### config.mk
export PLATFORM = sky130hd
export DESIGN_NAME = ppg_led_scheduler
export DESIGN_NICKNAME = d
export VERILOG_FILES = /design/src/rtl/ppg_led_scheduler.sv
export SDC_FILE = /design/constraint.sdc
export NUM_CORES = 1
export LEC_CHECK = 0
export CAP_MARGIN = 40
export CORE_UTILIZATION = 50
export DETAILED_ROUTE_END_ITERATION = 10
export PLACE_DENSITY = 0.8
export SYNTH_ARGS = -nofsm -noshare
export SYNTH_HDL_FRONTEND = slang
export SYNTH_SLANG_ARGS = --single-unit
### constraint.sdc
create_clock -name clk -period 4 [get_ports clk]
set_clock_uncertainty 0.1 [all_clocks]
set_input_delay 0.8 -clock clk [delete_from_list [all_inputs] [get_ports clk]]
set_output_delay 0.8 -clock clk [all_outputs]
set_load 0.1 [all_outputs]
### src/rtl/ppg_led_scheduler.sv
// ppg_led_scheduler
// Time-multiplexes the shared PPG analog front-end between the RED and IR LED
// channels, with an optional ambient (both LEDs off) phase. Each frame applies
// the per-channel drive, DC compensation and gain, waits for settling, runs one
// ADC conversion per phase and publishes both samples together.
//
// Build option: define AMBIENT_SUB_EN to run the ambient phase and subtract
// the ambient reading (clamped at zero) from both channel samples. Without it
// the ambient phase is skipped and raw samples are published.

module ppg_led_scheduler #(
    parameter int SETTLE_CYC  = 16,
    parameter int FRAME_CYC   = 256,
    parameter int ADC_TIMEOUT = 64,
    parameter int DATA_W      = 8
) (
    input  logic              clk,
    input  logic              rst,
    input  logic              enable,
    input  logic [3:0]        red_drive,
    input  logic [6:0]        red_dc,
    input  logic [3:0]        red_gain,
    input  logic [3:0]        ir_drive,
    input  logic [6:0]        ir_dc,
    input  logic [3:0]        ir_gain,
    input  logic [DATA_W-1:0] adc_data,
    input  logic              adc_done,
    output logic              adc_start,
    output logic              LED_RED,
    output logic              LED_IR,
    output logic [3:0]        LED_Drive,
    output logic [6:0]        DC_Comp,
    output logic [3:0]        PGA_Gain,
    output logic [DATA_W-1:0] red_sample,
    output logic [DATA_W-1:0] ir_sample,
    output logic              sample_valid,
    output logic              adc_err
);

    localparam int PH_MAX = (SETTLE_CYC > ADC_TIMEOUT) ? SETTLE_CYC : ADC_TIMEOUT;
    localparam int PH_W   = $clog2(PH_MAX + 1);
    localparam int FR_W   = $clog2(FRAME_CYC + 1);

    localparam logic [PH_W-1:0] SETTLE_LAST  = PH_W'(SETTLE_CYC - 1);
    localparam logic [PH_W-1:0] TIMEOUT_LAST = PH_W'(ADC_TIMEOUT - 1);
    localparam logic [FR_W-1:0] FRAME_LAST   = FR_W'(FRAME_CYC - 1);

    typedef enum logic [2:0] {
        IDLE,
        RED_SET,
        RED_CONV,
        AMB_SET,
        AMB_CONV,
        IR_SET,
        IR_CONV,
        WAIT_FRAME
    } state_t;

    state_t state;
    state_t state_n;

    logic [PH_W-1:0]   phase_cnt;
    logic [FR_W-1:0]   frame_cnt;
    logic              in_set;
    logic              in_conv;
    logic              conv_end;
    logic              tmo_hit;
    logic              frame_start;
    logic [DATA_W-1:0] conv_val;

    // IR settings are shadowed at frame start; RED settings are latched
    // straight into the output registers on the same edge and held there.
    logic [3:0]        ir_drive_sh;
    logic [6:0]        ir_dc_sh;
    logic [3:0]        ir_gain_sh;
    logic [DATA_W-1:0] red_raw;
`ifdef AMBIENT_SUB_EN
    logic [DATA_W-1:0] amb_raw;

    // Ambient removal: 9-bit signed difference, negative results clamp to zero.
    function automatic logic [DATA_W-1:0] sub_clamp(input logic [DATA_W-1:0] a,
                                                    input logic [DATA_W-1:0] b);
        logic signed [DATA_W:0] d;
        d = $signed({1'b0, a}) - $signed({1'b0, b});
        return d[DATA_W] ? '0 : d[DATA_W-1:0];
    endfunction
`endif

    // Next-state decode plus conversion-completion and frame-start qualifiers.
    always_comb begin
        state_n     = state;
        in_set      = (state == RED_SET) || (state == AMB_SET) || (state == IR_SET);
        in_conv     = (state == RED_CONV) || (state == AMB_CONV) || (state == IR_CONV);
        tmo_hit     = in_conv && !adc_done && (phase_cnt == TIMEOUT_LAST);
        conv_end    = in_conv && (adc_done || (phase_cnt == TIMEOUT_LAST));
        conv_val    = adc_done ? adc_data : '0;
        case (state)
            IDLE:       if (enable) state_n = RED_SET;
            RED_SET:    if (phase_cnt == SETTLE_LAST) state_n = RED_CONV;
            RED_CONV: begin
                if (conv_end) begin
`ifdef AMBIENT_SUB_EN
                    state_n = AMB_SET;
`else
                    state_n = IR_SET;
`endif
                end
            end
            AMB_SET:    if (phase_cnt == SETTLE_LAST) state_n = AMB_CONV;
            AMB_CONV:   if (conv_end) state_n = IR_SET;
            IR_SET:     if (phase_cnt == SETTLE_LAST) state_n = IR_CONV;
            IR_CONV:    if (conv_end) state_n = WAIT_FRAME;
            WAIT_FRAME: if (frame_cnt == FRAME_LAST) state_n = enable ? RED_SET : IDLE;
            default:    state_n = IDLE;
        endcase
        frame_start = (state_n == RED_SET) && ((state == IDLE) || (state == WAIT_FRAME));
    end

    // State register, per-phase counter and saturating frame counter.
    always_ff @(posedge clk or posedge rst) begin
        if (rst) begin
            state     <= IDLE;
            phase_cnt <= '0;
            frame_cnt <= '0;
        end else begin
            state <= state_n;
            if (state_n != state) begin
                phase_cnt <= '0;
            end else if (in_set || in_conv) begin
                phase_cnt <= phase_cnt + 1'b1;
            end
            if (frame_start) begin
                frame_cnt <= '0;
            end else if (frame_cnt != FRAME_LAST) begin
                frame_cnt <= frame_cnt + 1'b1;
            end
        end
    end

    // Frame-start shadow of IR settings and per-phase raw captures.
    always_ff @(posedge clk) begin
        if (frame_start) begin
            ir_drive_sh <= ir_drive;
            ir_dc_sh    <= ir_dc;
            ir_gain_sh  <= ir_gain;
        end
        if ((state == RED_CONV) && conv_end) red_raw <= conv_val;
`ifdef AMBIENT_SUB_EN
        if ((state == AMB_CONV) && conv_end) amb_raw <= conv_val;
`endif
    end

    // Front-end controls, ADC request, published samples and sticky error.
    always_ff @(posedge clk or posedge rst) begin
        if (rst) begin
            adc_start    <= 1'b0;
            LED_RED      <= 1'b0;
            LED_IR       <= 1'b0;
            LED_Drive    <= '0;
            DC_Comp      <= '0;
            PGA_Gain     <= '0;
            red_sample   <= '0;
            ir_sample    <= '0;
            sample_valid <= 1'b0;
            adc_err      <= 1'b0;
        end else begin
            adc_start <= (state_n != state) &&
                         ((state_n == RED_CONV) || (state_n == AMB_CONV) || (state_n == IR_CONV));
            if (state_n != state) begin
                case (state_n)
                    RED_SET: begin
                        LED_RED   <= 1'b1;
                        LED_IR    <= 1'b0;
                        LED_Drive <= red_drive;
                        DC_Comp   <= red_dc;
                        PGA_Gain  <= red_gain;
                    end
                    AMB_SET: begin
                        LED_RED   <= 1'b0;
                        LED_IR    <= 1'b0;
                        LED_Drive <= '0;
                    end
                    IR_SET: begin
                        LED_RED   <= 1'b0;
                        LED_IR    <= 1'b1;
                        LED_Drive <= ir_drive_sh;
                        DC_Comp   <= ir_dc_sh;
                        PGA_Gain  <= ir_gain_sh;
                    end
                    IDLE, WAIT_FRAME: begin
                        LED_RED <= 1'b0;
                        LED_IR  <= 1'b0;
                    end
                    default: ;
                endcase
            end
            sample_valid <= (state == IR_CONV) && conv_end;
            if ((state == IR_CONV) && conv_end) begin
`ifdef AMBIENT_SUB_EN
                red_sample <= sub_clamp(red_raw, amb_raw);
                ir_sample  <= sub_clamp(conv_val, amb_raw);
`else
                red_sample <= red_raw;
                ir_sample  <= conv_val;
`endif
            end
            if (tmo_hit) adc_err <= 1'b1;
        end
    end

endmodule

Yosys cells after proc, flatten, opt, wreduce, memory -nomap -nowiden --
Cells that the tools add are included.
Storage, ports and cells: flip-flop bits (word level) 78, latch bits 0, RAM bits 0, memory bits (read-only) 0, output and inout port bits 36, word-level logic and storage cells 89, memories kept 0
Operators by class: add/subtract/negate cells 2, $mul 0, divide/modulo/power cells 0, magnitude comparators 0, eq/ne operators 19, shifts and indexed selects 0, multiplexer cells 19, bitwise gates (word level) 0, reductions and logical operators 32
Operators by type and width (count):
- == test 3 bit, second input constant | 8
- 2-to-1 mux 3 bit | 7
- case mux 3 bit (7 select lines) | 1
- 2-to-1 mux 9 bit | 2
- 2-to-1 mux 7 bit | 2
- case mux 7 bit (2 select lines) | 1
- == test 3 x 2 -> 1 bit, second input constant | 4
- case mux 4 bit (3 select lines) | 1
- nonzero test 2 bit | 5
- adder 9 x 1 -> 9 bit, second input constant | 1
- == test 9 x 8 -> 1 bit, second input constant | 1
- logical OR 1 bit | 9
- != test 9 x 8 -> 1 bit, second input constant | 1
- 2-to-1 mux 8 bit | 1
- case mux 4 bit (2 select lines) | 1
- AND reduction 2 bit | 4
- OR reduction 4 bit | 2
- adder 7 x 1 -> 7 bit, second input constant | 1
- == test 7 x 4 -> 1 bit, second input constant | 1
- == test 7 x 6 -> 1 bit, second input constant | 1
- logical AND 1 bit | 7
- == test 3 x 1 -> 1 bit, second input constant | 2
- logical NOT 3 bit | 2
- case mux 1 bit (2 select lines) | 2
- other kinds (5) | 5

Longest topological paths before layout --
Gate-level depths: netlist of run 1.
word-level depth 10, depth in mapped cells 13

Worst setup path after synthesis of run 1 --
OpenSTA, ideal clock, no wires.
path kind register -> register, start register, netlist name frame_cnt[3], end register red_raw[0] (enable), library setup time 385 ps, arrival time 2791 ps, data required time 3515 ps, slack 724 ps, cell stages (with the launch flop) 13, buffers on the path 3, path through dfrtp_1 -> and3_1 -> nand3_1 -> nor2_1 -> ha_1 -> clkbuf_1 -> nand2_1 -> nor2_1 -> or3_1 -> a211o_1 -> buf_6 -> buf_6 -> nor3b_1
RTL lines:
- end signal, assigned | line 147 | if ((state == RED_CONV) && conv_end) red_raw <= conv_val;
- end, declared | line 76 | logic [DATA_W-1:0] red_raw;

==> flow_summary_export.csv, run 1 <==
group,metric,value,unit
sta,post-route-period-util,77.2,%
die,coreArea,6390,um^2
drt,num_vias,2574,
setup_path,slowest_delay,0.43,ns
layout,post-route-util,77.7,%
drt,wl,7780,um
sta,fin_ws,0.912,ns
job,drv_cap,0,
drt,drt_iter0_drc,159,
layout,multi_input_area,1170,um^2
logic_synthesis,syn-num-nets,336,
clocking,cts_hold_buf,0,
setup_path,worstPathCellList,"and3_1 > nand3_1 > nor2_1 > ha_1 > nand2_1 > nor2_1 > or3_1 > a211o_1 > buf_8 > nor3b_1 > buf_4",
logic_synthesis,avgSynthCellArea,11.5,um^2
worst_hold_path,hp-class,"reg2reg",
clocking,root_buffer,"clkbuf_8",
sta,layout_min_cycle_time,3.09,ns
layout,antenna_cells,0,
sta,rsz0062_at_grt,"false",
die,fp.dieW,83.7,um
global_routing,grt_usage,24.3,%
drt,dr.pass1.iters,4,
setup_path,cp-end-kind,"flip-flop",
drt,drc,0,
power_and_ir_drop,p_per_area,455,nW/um^2
placement,hpwl,5630,um
clocking,cts_tree,"built",
sta,relSlewSlack,46.5,%
layout,seqCellArea,2070,um^2
power_and_ir_drop,p_total,2.26,mW
clocking,cts_sinks,78,
sta,finalSetupViolCount,0,
clocking,cts_setup_buffers,0,
clocking,cts-htree-levels,3,
placement,portBuffers,77,
logic_synthesis,synth_area,3340,um^2
logic_synthesis,yosysUniqueCellTypes,42,
drt,avgViaCountPerCell,5.29,
layout,area_growth,48.8,%
setup_path,slowest_stage,"a211o_1",
global_routing,grt_overflow,0,
die,initial_core_util,52.2,%
setup_path,worstPathMaxFanout,12,
clocking,cts_resized,0,
setup_path,cp-start-kind,"flip-flop",
logic_synthesis,synthCells,291,
global_routing,grt_pass1_vias,2648,
power_and_ir_drop,p_leak,2.09,nW
logic_synthesis,synth_seq_cells,78,
placement,place.gp.congestion,0.768,
clocking,clk_pin_slew_worst_paths,0.08,ns
setup_path,crit_top_cell,"nor2_1",
layout,drive_gt1_share,15.6,%
global_routing,grt_max_degree,39,
sta,tightest_slew,0.801,ns
placement,dp_slack,0.932,ns
logic_synthesis,seq_area_frac_synth,62.0,%
placement,place_inst,471,
sta,slew_violations,0,
setup_path,cp_data_arrival_time,3.05,ns
clocking,cts-buffers-inserted,9,
layout,fillCellCount,390,
logic_synthesis,yosys_warnings,0,
die,ios,78,
sta,hold_violations,0,
drt,routedWlPerCell,16.0,um
layout,fin_cells,487,
clocking,clk_latency,0.35,ns
sta,fmaxAchievable,324,MHz
layout,final_nets,450,
die,dieArea,7000,um^2
drt,postRouteAntennaNets,0,
global_routing,antenna_found_initial,0,
power_and_ir_drop,vdd_ir_drop_max,0.000568,V
clocking,clockBufferDepth,2,
global_routing,grt_pass1_wl,13000,um
sta,timing.setup.tns,0,ns
setup_path,crit_type,"reg2reg",
run_status,status,"complete, no violations",
die,die_h,83.7,um
die,fp-row-count,29,
setup_path,critPathRequiredTime,3.96,ns
[registers in the layout (all words and copies together), names as in the netlist, 3 cells and up]
signal and cells:
DC_Comp 7, LED_Drive 4, ir_drive_sh 4, state 3, ir_dc_sh 7, phase_cnt 7, red_raw 8, ir_sample 8
frame_cnt 9, PGA_Gain 4, red_sample 8, ir_gain_sh 4
[cell usage in the layout, fill, tap and decap left out, drive strengths merged, types with 2 or more instances in the layout]
cell,n
bufinv,2
edfxtp,23
mux2i,17
nand2b,3
dfrtp,55
or3,3
inv,4
clkbuf,9
a22o,8
and2,13
nor2,33
buf,42
ha,3
xor2,8
clkdlybuf4s50,77
nand3,10
nor3,5
a21oi,2
nand2,46
xnor2,6
and3,2
o21ai,15
clkinv,5
[per-layer routing]
layer,up-vias,wire length (um),track usage [%]
met5,-,0,0
met4,0,199,9.86
met3,19,240,5.34
met2,59,4070,40.7
met1,1272,3270,30.7
li1,1224,-,-
[synthesized netlist by cell type, drive strengths merged]
library cell | instances | share of area, %
nand2 | 46 | 5.2
mux2 | 1 | 0.34
ha | 3 | 1.1
o21ai | 15 | 2.3
o21a | 1 | 0.23
nor4bb | 1 | 0.30
xor2 | 8 | 2.1
a41o | 1 | 0.30
a21boi | 1 | 0.23
nor3 | 5 | 0.75
nand2b | 3 | 0.56
and4b | 1 | 0.30
o31a | 1 | 0.26
and2 | 13 | 2.4
or3 | 3 | 0.56
a21oi | 2 | 0.41
a31o | 1 | 0.26
buf | 6 | 1.4
or3b | 1 | 0.26
nor2 | 33 | 3.7
and3 | 2 | 0.38
clkbuf | 10 | 1.1
xnor2 | 6 | 1.6
edfxtp | 23 | 21
inv | 4 | 0.45
nor3b | 1 | 0.23
nand3 | 10 | 1.5
mux2i | 17 | 5.1
nor2b | 1 | 0.19
dfrtp | 55 | 41
a211o | 1 | 0.26
nand3b | 1 | 0.23
clkinv | 1 | 0.11
o2111a | 1 | 0.34
o21bai | 1 | 0.23
a221oi | 1 | 0.26
a22o | 8 | 2.1
a31oi | 1 | 0.64
o221a | 1 | 0.34
[kinds of logic after synthesis]
group | after synthesis | synth area share (%)
AOI/OAI and AO/OA | 36 | 8.10
xor gates and xnor gates | 14 | 3.68
adders and majority gates | 3 | 1.13
buffers and inverters | 21 | 3.11
DFF | 78 | 62.0
muxes | 18 | 5.44
and+or+nand+nor | 121 | 16.6
[per-stage QoR]
stage / hold slack (ns) / area (um^2)
after floorplan: 0.315 / 3340
after global placement: 0.326 / 4160
after detailed placement: 0.336 / 4750
after CTS: 0.353 / 4960
after global routing: 0.376 / 4960
final: 0.350 / 4960
[worst paths after layout]
check                             start            end  slack (ns)  cells past startpoint
min in group asynchronous           rst   LED_Drive[0]        0.82                      2
min                          red_raw[0]  red_sample[0]        0.35                      2
min reg2reg                  red_raw[0]  red_sample[0]        0.35                      2
max in group asynchronous           rst   phase_cnt[5]        2.23                      3
max                        frame_cnt[3]     red_raw[1]        0.91                     11
max reg2reg                frame_cnt[3]     red_raw[1]        0.91                     11
[area by class of cell]
cell class / count / area share, %
flip-flops and latches: 78 / 41.6
repair buffers: 119 / 28.2
multi-input cells: 192 / 23.5
clock buffers: 9 / 2.49
well taps: 77 / 1.94
clock inverters: 7 / 1.79
inverters: 5 / 0.378
[power by group]
part,switching (mW),internal (mW),leakage (nW),total (mW)
logic,0.437,0.267,1.06,0.704
registers,0.0425,0.876,0.917,0.918
clock network,0.289,0.347,0.104,0.636
[critical path, delay by kind of cell, from the launching register on]
kind | cells | cell delay [ns]
buf+inv | 2 | 0.44
fa+ha+maj | 1 | 0.30
compound gates | 1 | 0.43
simple gates | 7 | 1.12
flops | 1 | 0.41
No activity file was read; power rests on OpenSTA's default activity.
==> run 2, diff against run 1 <==
--- a/config.mk
+++ b/config.mk
@@ -6,9 +6,9 @@
 export NUM_CORES = 1
 export LEC_CHECK = 0
 export CAP_MARGIN = 40
-export CORE_UTILIZATION = 50
+export CORE_UTILIZATION = 45
 export DETAILED_ROUTE_END_ITERATION = 10
-export PLACE_DENSITY = 0.8
+export PLACE_DENSITY = 0.76
 export SYNTH_ARGS = -nofsm -noshare
 export SYNTH_HDL_FRONTEND = slang
 export SYNTH_SLANG_ARGS = --single-unit
==> constraint.sdc (replaced) <==
create_clock -name clk -period 2.63 [get_ports clk]
set_clock_uncertainty 0.1 [all_clocks]
set_input_delay 0.526 -clock clk [delete_from_list [all_inputs] [get_ports clk]]
set_output_delay 0.526 -clock clk [all_outputs]
set_load 0.1 [all_outputs]
==> run 2 against run 1 <==
Combinational power is 18% higher. Maximum frequency is 23% higher. Setup slack got worse by 0.80 ns. Largest cell class unchanged. Count of clock-buffer cells in the layout up 2. Sequential power rose by 51%. Clock power up 39%. Highest routed layer unchanged. Final area decreased by 11%. Hold slack got worse by 0.0053 ns. Utilization is 16 points lower. Critical path depth decreased by 1. Sequential share of layout area up 5.1 points.
==> flow_summary_export.csv, run 2 (synthesis results as in run 1) <==
group,metric,value,unit
run_status,status,"complete, no violations",
setup_path,cp_data_arrival_time,2.53,ns
global_routing,grt_overflow,0,
layout,antenna_cells,0,
layout,fin_area,4420,um^2
sta,rsz0062_at_grt,"false",
drt,drc,0,
placement,dpl-instance-area,4200,um^2
setup_path,worstPathMaxFanout,8,
power_and_ir_drop,switching_share,35.5,%
die,fp-row-count,31,
setup_path,cp-end-kind,"flip-flop",
power_and_ir_drop,clockPowerShare,28.4,%
drt,drt_iter0_drc,69,
layout,layout_common_cells,"dfrtp_1, buf_4, nand2_1",
layout,area_growth,32.6,%
power_and_ir_drop,p_total,3.11,mW
sta,fmaxAchievable,397,MHz
drt,avgViaCountPerCell,4.94,
power_and_ir_drop,p_per_area,703,nW/um^2
clocking,root_buffer,"clkbuf_8",
power_and_ir_drop,vdd_ir_drop_max,0.000271,V
clocking,cts_tree,"built",
sta,post-route-period-util,95.9,%
setup_path,r2r_slack,0.11,ns
clocking,cts-buffers-inserted,9,
clocking,cts_sinks,78,
global_routing,grt_usage,17.7,%
placement,place_inst,462,
power_and_ir_drop,p_leak,1.92,nW
sta,hold_violations,0,
drt,wl,6680,um
worst_hold_path,min_from,"red_raw[1]",
power_and_ir_drop,comb_power_share,26.8,%
drt,routedWlPerCell,13.9,um
power_and_ir_drop,internal_power,2.00,mW
global_routing,grt_max_degree,32,
layout,final_nets,422,
layout,fin_cells,480,
layout,largest_reg_flops,9,
placement,hpwl,4620,um
job,drv_cap,0,
setup_path,cp-start-kind,"flip-flop",
layout,post-route-util,61.3,%
die,initial_core_util,46.2,%
sta,layout_min_cycle_time,2.52,ns
setup_path,worstReg2RegStart,"frame_cnt[2]",
drt,dr.pass1.iters,4,
die,coreArea,7210,um^2
drt,postRouteAntennaNets,0,
global_routing,grt_pass1_wl,10300,um
sta,relSlewSlack,61.7,%
layout,regMostFlops,"frame_cnt",
sta,tightest_slew,0.573,ns
power_and_ir_drop,seqPwrFrac,44.8,%
power_and_ir_drop,switching_power,1.10,mW
sta,slew_violations,0,
drt,num_vias,2370,
clocking,cts-htree-levels,3,
die,dieArea,7760,um^2
placement,place.gp.congestion,0.811,
worst_hold_path,hp-class,"reg2reg",
clocking,clockBufferDepth,2,
clocking,clk_pin_slew_worst_paths,0.08,ns
global_routing,grt_pass1_vias,2269,
clocking,clk_latency,0.34,ns
setup_path,crit_path_start,"frame_cnt[2]",
clocking,cts_hold_buf,0,
placement,portBuffers,77,
die,ios,78,
sta,finalSetupViolCount,0,
die,die_h,88.1,um
die,fp.dieW,88.1,um
layout,layout_commonest_cell,"dfrtp_1",
setup_path,critPathRequiredTime,2.64,ns
layout,drive_gt1_share,21.0,%
setup_path,crit_type,"reg2reg",
global_routing,antenna_found_initial,0,
[run 2: changes by cell type in the layout (fill, tap and decap cells not counted), moves of 2 or more]
| cell | delta |
|---|---|
| buf_4 | +42 |
| clkdlybuf4s50_1 | -36 |
| buf_8 | -33 |
| buf_16 | -3 |
| buf_12 | +2 |
| clkinv_1 | -2 |
| ha_1 | -2 |
| ha_2 | +2 |
| nand3_1 | -2 |
| nand3_2 | +2 |
[run 2: cell type report]
class / count / area [um^2]
clock inverter: 4 / 47.5
sequential: 78 / 2070
clock buffer: 11 / 141
multi-input combinational: 192 / 1200
fill: 611 / 2790
tap: 99 / 124
inverter: 5 / 18.8
timing repair buffer: 91 / 818
[run 2: power groups by stage]
| stage | Clock [mW] | Sequential [mW] | Combinational [mW] |
|---|---|---|---|
| 2_1_floorplan | 0 | 1.89 | 0.136 |
| 3_3_place_gp | 0 | 1.41 | 0.828 |
| 3_5_place_dp | 0 | 1.42 | 0.839 |
| 4_1_cts | 0.900 | 1.39 | 0.841 |
| 5_1_grt | 0.940 | 1.40 | 0.873 |
| 6_report | 0.882 | 1.39 | 0.833 |
[run 2: repair_timing]
item	in CTS	in global routing
setup endpoints to repair	8	8
buffers inserted	2	1
pin swaps	1	0
gates resized for setup	0	2
hold endpoints to repair	0	0
[run 2: through the flow]
| step | setup slack [ns] | hold WS [ns] | setup TNS (ns) |
|---|---|---|---|
| 2_1_floorplan | -0.0474 | 0.315 | -0.379 |
| 3_3_place_gp | 0.0709 | 0.321 | 0 |
| 3_5_place_dp | -0.00944 | 0.325 | -0.0748 |
| 4_1_cts | 0.0842 | 0.344 | 0 |
| 5_1_grt | 0.0144 | 0.376 | 0 |
| 6_report | 0.109 | 0.345 | 0 |
[run 2: routing by layer]
| layer | track usage, % | share of wire [%] |
|---|---|---|
| met2 | 27.9 | 48 |
| met5 | 0 | 0 |
| met4 | 7.62 | 1.4 |
| met1 | 23.7 | 47 |
| met3 | 3.68 | 3.7 |
[run 2: path summary, 6_finish.rpt]
kind | cells after the start | to
setup / recovery | 10 | red_raw[2]
hold / removal | 2 | red_sample[1]
setup reg to reg | 10 | red_raw[2]
hold reg to reg | 2 | red_sample[1]
max in group asynchronous | 3 | phase_cnt[3]
min in group asynchronous | 2 | PGA_Gain[3]
[run 2: critical path, cell delays in order (launching register included)]
cell and delay [ns]:
dfrtp_1 0.40, and3_4 0.21, nand3_2 0.09, nor2_2 0.09, ha_2 0.19, buf_4 0.16, nand3_1 0.11, nand3_2 0.13
or3b_2 0.48, nor3b_4 0.17, buf_4 0.16
